===== src/rtl/snitch_cluster_perf_sampler_pkg.sv =====
// Shared types and constants for the performance-counter sampler.
// The default register-bus structs use a 32-bit address.
package snitch_cluster_perf_sampler_pkg;

    localparam int unsigned SampleWidth = 48;
    localparam int unsigned WordWidth   = 32;

    typedef enum logic [2:0] {
        ST_IDLE,
        ST_RD_HI,
        ST_RD_LO,
        ST_RD_HI2,
        ST_EMIT
    } state_e;

    typedef struct packed {
        logic [31:0] addr;
        logic        write;
        logic [31:0] wdata;
        logic [3:0]  wstrb;
        logic        valid;
    } reg_req_t;

    typedef struct packed {
        logic [31:0] rdata;
        logic        error;
        logic        ready;
    } reg_rsp_t;

endpackage


===== src/rtl/snitch_cluster_perf_sampler_reader.sv =====
// Single-read register-bus engine: holds valid/addr until ready, then pulses done.
// Handshake: valid stays high with a stable addr until a cycle with ready=1; rdata/error are taken in that cycle.
module snitch_cluster_perf_sampler_reader
    import snitch_cluster_perf_sampler_pkg::*;
#(
    parameter int unsigned AddrWidth = 32,
    parameter type         req_t     = snitch_cluster_perf_sampler_pkg::reg_req_t,
    parameter type         rsp_t     = snitch_cluster_perf_sampler_pkg::reg_rsp_t
) (
    input  logic                 clk_i,
    input  logic                 rst_ni,
    input  logic                 start_i,
    input  logic [AddrWidth-1:0] addr_i,
    output req_t                 req_o,
    input  rsp_t                 rsp_i,
    output logic                 done_o,
    output logic [WordWidth-1:0] rdata_o,
    output logic                 error_o
);

    logic                 valid_q;
    logic [AddrWidth-1:0] addr_q;

    // A start in the completion cycle launches the next read back-to-back.
    always_ff @(posedge clk_i or negedge rst_ni) begin
        if (!rst_ni) begin
            valid_q <= 1'b0;
            addr_q  <= '0;
        end else if (start_i) begin
            valid_q <= 1'b1;
            addr_q  <= addr_i;
        end else if (valid_q && rsp_i.ready) begin
            valid_q <= 1'b0;
        end
    end

    always_comb begin
        req_o       = '0;
        req_o.addr  = addr_q;
        req_o.valid = valid_q;
    end

    assign done_o  = valid_q & rsp_i.ready;
    assign rdata_o = rsp_i.rdata;
    assign error_o = rsp_i.error;

endmodule


===== src/rtl/snitch_cluster_perf_sampler.sv =====
// Sweeps the cluster's 48-bit counters as hi/lo/hi reads and emits tear-free samples on a stream.
// Stream: sample_valid_o holds with stable data until sample_ready_i is high in the same cycle.
module snitch_cluster_perf_sampler
    import snitch_cluster_perf_sampler_pkg::*;
#(
    parameter int unsigned          AddrWidth     = 32,
    parameter int unsigned          NumCounters   = 16,
    parameter logic [AddrWidth-1:0] CounterBase   = '0,
    parameter int unsigned          CounterStride = 8,
    parameter int unsigned          MaxRetries    = 3,
    parameter type                  reg_req_t     = snitch_cluster_perf_sampler_pkg::reg_req_t,
    parameter type                  reg_rsp_t     = snitch_cluster_perf_sampler_pkg::reg_rsp_t,
    parameter int unsigned          IdxWidth      = (NumCounters > 1) ? $clog2(NumCounters) : 1
) (
    input  logic                   clk_i,
    input  logic                   rst_ni,
    output reg_req_t               reg_req_o,
    input  reg_rsp_t               reg_rsp_i,
    input  logic                   enable_i,
    input  logic [31:0]            period_i,
    input  logic                   trigger_i,
    output logic [SampleWidth-1:0] sample_o,
    output logic [IdxWidth-1:0]    sample_idx_o,
    output logic                   sample_torn_o,
    output logic                   sample_valid_o,
    input  logic                   sample_ready_i,
    output logic                   busy_o,
    output logic                   err_o,
    output state_e                 dbg_state_o
);

    localparam int unsigned        RetryWidth = (MaxRetries > 0) ? $clog2(MaxRetries + 1) : 1;
    localparam logic [IdxWidth-1:0] LastIdx   = IdxWidth'(NumCounters - 1);

    state_e                 state_q, state_d;
    logic [IdxWidth-1:0]    idx_q, idx_d;
    logic [WordWidth-1:0]   hi_q, hi_d, lo_q, lo_d;
    logic [RetryWidth-1:0]  retries_q, retries_d;
    logic                   torn_q, torn_d, err_q, err_d;
    logic [31:0]            cnt_q, cnt_d;

    logic                   rd_start, rd_hi_sel, rd_done, rd_error, advance;
    logic [WordWidth-1:0]   rd_rdata;
    logic [AddrWidth-1:0]   rd_addr;

    assign rd_addr = CounterBase + AddrWidth'(idx_d) * AddrWidth'(CounterStride)
                   + (rd_hi_sel ? AddrWidth'(4) : '0);

    snitch_cluster_perf_sampler_reader #(
        .AddrWidth (AddrWidth),
        .req_t     (reg_req_t),
        .rsp_t     (reg_rsp_t)
    ) i_reader (
        .clk_i   (clk_i),
        .rst_ni  (rst_ni),
        .start_i (rd_start),
        .addr_i  (rd_addr),
        .req_o   (reg_req_o),
        .rsp_i   (reg_rsp_i),
        .done_o  (rd_done),
        .rdata_o (rd_rdata),
        .error_o (rd_error)
    );

    always_comb begin
        state_d   = state_q;
        idx_d     = idx_q;
        hi_d      = hi_q;
        lo_d      = lo_q;
        retries_d = retries_q;
        torn_d    = torn_q;
        err_d     = err_q;
        rd_start  = 1'b0;
        rd_hi_sel = 1'b0;
        advance   = 1'b0;
        cnt_d     = (cnt_q != 32'd0) ? cnt_q - 32'd1 : 32'd0;

        unique case (state_q)
            ST_IDLE: begin
                if (!enable_i) cnt_d = 32'd0;
                if (trigger_i || (enable_i && cnt_q == 32'd0)) begin
                    state_d   = ST_RD_HI;
                    idx_d     = '0;
                    err_d     = 1'b0;
                    retries_d = '0;
                    torn_d    = 1'b0;
                    // The start cycle itself counts as the first of the period.
                    cnt_d     = (period_i != 32'd0) ? period_i - 32'd1 : 32'd0;
                    rd_start  = 1'b1;
                    rd_hi_sel = 1'b1;
                end
            end
            ST_RD_HI: begin
                if (rd_done) begin
                    if (rd_error) begin
                        advance = 1'b1;
                    end else begin
                        hi_d     = rd_rdata;
                        state_d  = ST_RD_LO;
                        rd_start = 1'b1;
                    end
                end
            end
            ST_RD_LO: begin
                if (rd_done) begin
                    if (rd_error) begin
                        advance = 1'b1;
                    end else begin
                        lo_d      = rd_rdata;
                        state_d   = ST_RD_HI2;
                        rd_start  = 1'b1;
                        rd_hi_sel = 1'b1;
                    end
                end
            end
            ST_RD_HI2: begin
                if (rd_done) begin
                    if (rd_error) begin
                        advance = 1'b1;
                    end else begin
                        // The latest high word is kept whether it matched, retries or tears.
                        hi_d = rd_rdata;
                        if (rd_rdata == hi_q) begin
                            torn_d  = 1'b0;
                            state_d = ST_EMIT;
                        end else if (retries_q < RetryWidth'(MaxRetries)) begin
                            retries_d = retries_q + RetryWidth'(1);
                            state_d   = ST_RD_LO;
                            rd_start  = 1'b1;
                        end else begin
                            torn_d  = 1'b1;
                            state_d = ST_EMIT;
                        end
                    end
                end
            end
            ST_EMIT: begin
                if (sample_ready_i) advance = 1'b1;
            end
            default: state_d = ST_IDLE;
        endcase

        if (advance) begin
            if (rd_done && rd_error) err_d = 1'b1;
            if (idx_q == LastIdx) begin
                state_d = ST_IDLE;
            end else begin
                idx_d     = idx_q + IdxWidth'(1);
                retries_d = '0;
                torn_d    = 1'b0;
                state_d   = ST_RD_HI;
                rd_start  = 1'b1;
                rd_hi_sel = 1'b1;
            end
        end
    end

    always_ff @(posedge clk_i or negedge rst_ni) begin
        if (!rst_ni) begin
            state_q   <= ST_IDLE;
            idx_q     <= '0;
            hi_q      <= '0;
            lo_q      <= '0;
            retries_q <= '0;
            torn_q    <= 1'b0;
            err_q     <= 1'b0;
            cnt_q     <= 32'd0;
        end else begin
            state_q   <= state_d;
            idx_q     <= idx_d;
            hi_q      <= hi_d;
            lo_q      <= lo_d;
            retries_q <= retries_d;
            torn_q    <= torn_d;
            err_q     <= err_d;
            cnt_q     <= cnt_d;
        end
    end

    assign sample_o       = {hi_q[15:0], lo_q};
    assign sample_idx_o   = idx_q;
    assign sample_torn_o  = torn_q;
    assign sample_valid_o = (state_q == ST_EMIT);
    assign busy_o         = (state_q != ST_IDLE);
    assign err_o          = err_q;
    assign dbg_state_o    = state_q;

endmodule

===== config.mk =====
export PLATFORM = sky130hd
export DESIGN_NAME = snitch_cluster_perf_sampler
export DESIGN_NICKNAME = d
export VERILOG_FILES = /design/src/rtl/snitch_cluster_perf_sampler_pkg.sv /design/src/rtl/snitch_cluster_perf_sampler_reader.sv /design/src/rtl/snitch_cluster_perf_sampler.sv
export SDC_FILE = /design/constraint.sdc
export NUM_CORES = 1
export LEC_CHECK = 0
export CORE_ASPECT_RATIO = 1.25
export CORE_UTILIZATION = 50
export DETAILED_ROUTE_END_ITERATION = 16
export PLACE_DENSITY = 0.93
export SLEW_MARGIN = 25
export SYNTH_ARGS = -nofsm -noshare
export SYNTH_HDL_FRONTEND = slang
export SYNTH_HIERARCHICAL = 1
export SYNTH_SLANG_ARGS = --single-unit

===== constraint.sdc =====
create_clock -name clk_i -period 2.85 [get_ports clk_i]
set_input_delay 0.7125 -clock clk_i [delete_from_list [all_inputs] [get_ports clk_i]]
set_output_delay 0.7125 -clock clk_i [all_outputs]
set_load 0.01 [all_outputs]

==> results.md <==
* Wire length on met1 at 6503 um
* Die Wd at 114.4 um
* Antenna Violating Nets Remaining at 0
* Fin crit period at 2.677 ns
* Async set-reset flop share out of synthesis at 100.0%
* RePlAce Congestion at between 0.8 and 0.9
* Nets at 934
* Detailed placement HPWL at 12,670 um
* Worst Hold Slack at 0.2106 ns
* Overall power at 4.391 mW
* DR WL met3 at 592 um
* Core area at around 16,000 um2
* Chip height at 142.5 um
* R2R depth at 9
* Startpoint types: flip-flop
* Top sig layer: met5
* Final Slew Violations at 0
* Post-synthesis cell count at approximately 660
* RSZ-0062 raised after global routing: no
* Critical path origin: dbg_state_o[1]
* Sequential cell fraction of total power at 45.3%
* Layout Utilization at 66.54%
* CP max-delay cell: clkdlybuf4s50_1
* DR pass1 iterations at 4
* #FFs+latches synth at 140
* Highest clock rate at 373.6 MHz
* Worst Path Arrival at 1.96 ns
* Latest clock arrival within the worst-skew pair at 0.41 ns
* Clk slew on worst S/H paths at ~0.07 ns
* I/O Buffers at 162
* Clk buf depth at 2
* Sw power at 1.080 mW
* Ant diodes at 0
* Mapped cell area at 7891 um2
* Max-cap check violation count at 0
* CP Buf/Inv Count at 2
* DRT iter0 DRCs at 164
* Required @ worst endpoint at 2.14 ns
* Initial antenna violation count at 1
* RR Startpoint: cnt_q[15]
* Clock Skews at around 0.012 ns
* Worst R2R Setup Slack at 0.21 ns
* Total Routed Length at 16,620 um
* Clock power frac at a little under half
* Critical Path End: sample_valid_o
* Area of the multi-input gates at 3784 um2
* Total CTS buffers at 17
* Storage cell area at 3503 um2
* Crit-path max cell delay at ~0.55 ns
* Setup Viol. Count Final at 0
* Clock H-tree levels at 4
* Placed inst area at 9748 um2
* Syn-to-layout area delta at 30.74%
* DR DRC count at 0
* Power per cell area at 425.6 nW/um2
* Initial Util at 50.89%
* Num rows at 51
* WL per Instance at 15.35 um
* Reg2reg end: i_reader/addr_q[15]
* CP cell instances: nor2_2 > nand2_1 > inv_1 > clkdlybuf4s50_1
* Clock sinks at 140
* Hold buffers post-CTS at 0
* CP max FO at 8
* EDFF count, synth at 0
* Final hold vios at 0
* DR vias/cell at 5.011
* Setup crit end kind: output pin
* Largest net degree at the start of global routing at 50
* Met2 wire len at 9138 um
* Post-layout instance area at 10,320 um2
* GRT Util Overall at 21.19%
* Setup CP Type: flip-flop to output pin
* Vias in the first global route at approximately 5,500
* Yosys warns at 6
* Sequential area share after synthesis at 44.40%
* Critical Path Stages at 4
* Max IR drop VDD at 0.3539 mV
* Global-route wire length before repair at between 20,000 and 30,000 um
* Routed via count at between 5,000 and 6,000
* Netlist cell types at 64
* I/O pins at 200
* CP top delay family: buffers and inverters
* TritonCTS clock tree: built
* Share of cells above drive strength 1 at 26.98%
* Status: finished clean
* Comb power frac at between 6 and 7%
* Clk root buf: clkbuf_16
* Area of the die at 16,290 um2
* Grt total ovfl at 0
* Pint at around 3.3 mW
* Top_reg_cell synth: dfrtp_1
* Period Utilization, post-route at a little over nine tenths
* Hold Crit Class: primary input to async pin
* Fill cells at 1,119
* Leakage at 4.821 nW
* Net Sw Frac at between 20% and 30%
* Syn avg cell area at 11.94 um2
==> cells by family (layout without fill, tap and decap cells) <==
| family | Yosys count | in the layout | share of synthesized area, % |
|---|---|---|---|
| and+or+nand+nor | 145 | 145 | 11.42 |
| DFF | 140 | 140 | 44.40 |
| buffers and inverters | 117 | 265 | 10.97 |
| muxes | 97 | 97 | 15.22 |
| xor gates and xnor gates | 90 | 90 | 9.989 |
| AOI/OAI and AO/OA | 65 | 65 | 7.119 |
| adders and majority gates | 5 | 5 | 0.7928 |
| other | 2 | 64 | 0.09517 |
==> stage by stage <==
stage | setup slack, ns | instances | setup TNS, ns
2_1_floorplan | 0.3863 | 723 | 0
3_3_place_gp | -0.2439 | 1051 | -7.890
3_5_place_dp | -0.2791 | 1051 | -10.69
4_1_cts | 0.02952 | 1083 | 0
5_1_grt | 0.06578 | 1083 | 0
6_report | 0.1732 | 1083 | 0
==> layout make-up <==
type / count / share of cell area (%)
timing repair buffer: 221 / 20.87
inverter: 12 / 0.4366
clock inverter: 14 / 1.237
multi-input combinational: 466 / 36.67
tap: 212 / 2.571
sequential: 140 / 33.96
clock buffer: 18 / 4.257
==> state kept, by name, summed over array words and instances (netlist names), 2 cells and up <==
name / cells
cnt_q: 32
lo_q: 32
sample_idx_o: 4
dbg_state_o: 3
i_reader/addr_q: 32
hi_q: 32
retries_q: 2
==> cells in the final DEF, fill, tap and decap left out, types with 3 or more instances in the layout <==
cell type	n
a31oi_1	3
dfrtp_1	140
inv_8	4
inv_6	5
buf_12	7
o21ai_0	10
mux2_2	68
o22ai_2	19
nand3_1	8
nor3_1	19
nor4_2	5
nor2_1	26
or3_1	4
nor4_1	10
inv_1	12
and2_1	5
conb_1	64
clkbuf_16	17
clkdlybuf4s50_1	161
or4_1	5
nand2_1	23
xor2_1	19
xnor2_1	71
o22ai_1	12
nand4_1	11
mux2_4	29
ha_1	5
clkinvlp_4	4
a21oi_1	7
buf_4	52
==> routing by layer <==
layer	vias to the layer above	global-route usage [%]
met5	-	0
met4	2	8.681
met3	25	4.429
met2	153	39.55
met1	2658	23.05
li1	2589	-
==> how the worst min path moves through the flow <==
stage | to
after floorplan | cnt_q[0]
after global placement | i_reader/valid_q
after detailed placement | lo_q[23]
after CTS | i_reader/addr_q[11]
after global routing | i_reader/addr_q[11]
final | i_reader/addr_q[11]
==> synthesized netlist by cell type, drive strengths merged (3+ instances only) <==
| master | count | area [um2] |
|---|---|---|
| buf | 96 | 785.8 |
| o21ai | 10 | 50.05 |
| nor3 | 22 | 126.4 |
| clkbuf | 9 | 35.03 |
| or4 | 6 | 48.80 |
| xnor2 | 71 | 621.9 |
| a31oi | 3 | 18.77 |
| and2 | 5 | 31.28 |
| dfrtp | 140 | 3503 |
| a21oi | 8 | 43.79 |
| nand3 | 11 | 72.57 |
| xor2 | 19 | 166.4 |
| ha | 5 | 62.56 |
| o22ai | 32 | 332.8 |
| mux2 | 97 | 1201 |
| or3 | 5 | 36.28 |
| inv | 12 | 45.04 |
| nand4 | 13 | 102.6 |
| nor4 | 17 | 167.7 |
| nor2 | 28 | 112.6 |
| nand2 | 23 | 86.33 |
==> repair_timing <==
item | in CTS | in global routing
buffers inserted | 0 | 0
resized for setup | 0 | 1
endpoints found under the setup margin | 0 | 1
==> power groups by stage <==
stage	Combinational, mW	Clock (mW)	Sequential [mW]
after floorplan	0.167	0	2.02
after global placement	0.297	0	2.02
after detailed placement	0.302	0	2.02
after CTS	0.303	2.15	1.99
after global routing	0.334	2.22	1.99
final	0.303	2.10	1.99
No activity file was read; power rests on OpenSTA's default activity.
==> RTL edit, RTL diff (same flow settings) <==
Set the parameter `NumCounters` to 32 (it was 16).
--- a/src/rtl/snitch_cluster_perf_sampler.sv
+++ b/src/rtl/snitch_cluster_perf_sampler.sv
@@ -4,7 +4,7 @@
     import snitch_cluster_perf_sampler_pkg::*;
 #(
     parameter int unsigned          AddrWidth     = 32,
-    parameter int unsigned          NumCounters   = 16,
+    parameter int unsigned          NumCounters   = 32,
     parameter logic [AddrWidth-1:0] CounterBase   = '0,
     parameter int unsigned          CounterStride = 8,
     parameter int unsigned          MaxRetries    = 3,
Ports: changed (resized sample_idx_o); port bits go from 200 to 201. The function was not compared with the original's and may differ.
==> RTL edit against the unedited design <==
The flow now finishes with violations (setup timing). Sequential cell count up 1. Count of clock-buffer cells in the layout unchanged. Cell area up 5.0%. Setup slack worse by 270 ps. Area after synthesis about the same. First-iteration DRC count up 96%. Routed wire length up 14%.
Power is not compared: it rests on default switching activity, and its combinational part moved more than twofold at a synthesized area within 25%.
==> RTL edit: results (changes against the unedited design) <==
outcome=finished, violations left; failing checks=setup timing; Finished Layout Cells=1144 (+5.6%); Place WS=-505 ps (-226 ps); Hold WS=220 ps (+9.64 ps); post-DR vias/cell=5.17 (+3.1%); first-pass GRT wire length=29600 um (+11%); Layout fillers=1057 (-5.5%); count of non-CTS buffers in the layout=268 (+21%); WP data arrival=3240 ps (+1280 ps); reg2reg start=cnt_q[26]; Final GP Congestion=0.818 (+0.17%); Detail Placement HPWL=14000 um (+10%); vias in the first global route=5937 (+7.6%); largest net degree at the start of global routing=56 (+12%); Synth Area in Adders=0.00951 (+0.00158); complex-gate fraction of the synthesized area=0.0609 (-0.0103); # setup viols final=25 (+25); Post-CTS Setup Bufs=2 (+2); sequential share of the synthesized area=0.447 (+0.00296); reg-to-reg setup timing slack=-60 ps (-270 ps); worst setup path startpoint=reg_rsp_i[12]; Post-Synth XOR/XNOR Area=0.0965 (-0.00338); Power Total=0.0104 W; share of layout cells above drive strength 1=0.293 (+0.0231); top cells by count, synth=dfrtp_1, buf_4, mux2_2; DR iter-0 viols=321 (+96%); multiplexer share of the synthesized area=0.155 (+0.00262); multi-input gate share of total cell area=0.354 (-0.0128); Clock-cell share=0.0550 (about the same); initial antenna violation count=0 (-1); Area contributors post-synth=dfrtp_1, mux2_2, buf_4, xor2_1, mux2_4; Final Worst Setup Slack=-100 ps (-273 ps)
RTL edit: cell types whose count changed in the layout (fill, tap and decap cells not counted), moves of 4 or more:
cell      before  now
xor2_1        19   54
o22ai_2       19   13
buf_4         52   93
nor2_1        26   32
nor4_1        10   19
o22ai_1       12   22
xnor2_1       71   33
nand2_1       23   16
o21ai_0       10    4
nand3b_1       1    6
nand4_1       11    7
or4_4          1    6
RTL edit: worst register-to-register path, cell delays in order, from the launching register on:
cell and delay (ps):
dfrtp_1 370, or4_4 550, or4_4 520, nor4_4 300, nor3_2 120, a41oi_4 310, buf_4 270, mux2_2 360
RTL edit: layer usage:
metal / track usage / vias to the layer above / routed length [um]
met5: 0 / - / 0
met4: 0.0820 / 0 / 392
li1: - / 2754 / -
met3: 0.0541 / 34 / 990
met1: 0.274 / 2899 / 7500
met2: 0.418 / 223 / 10000
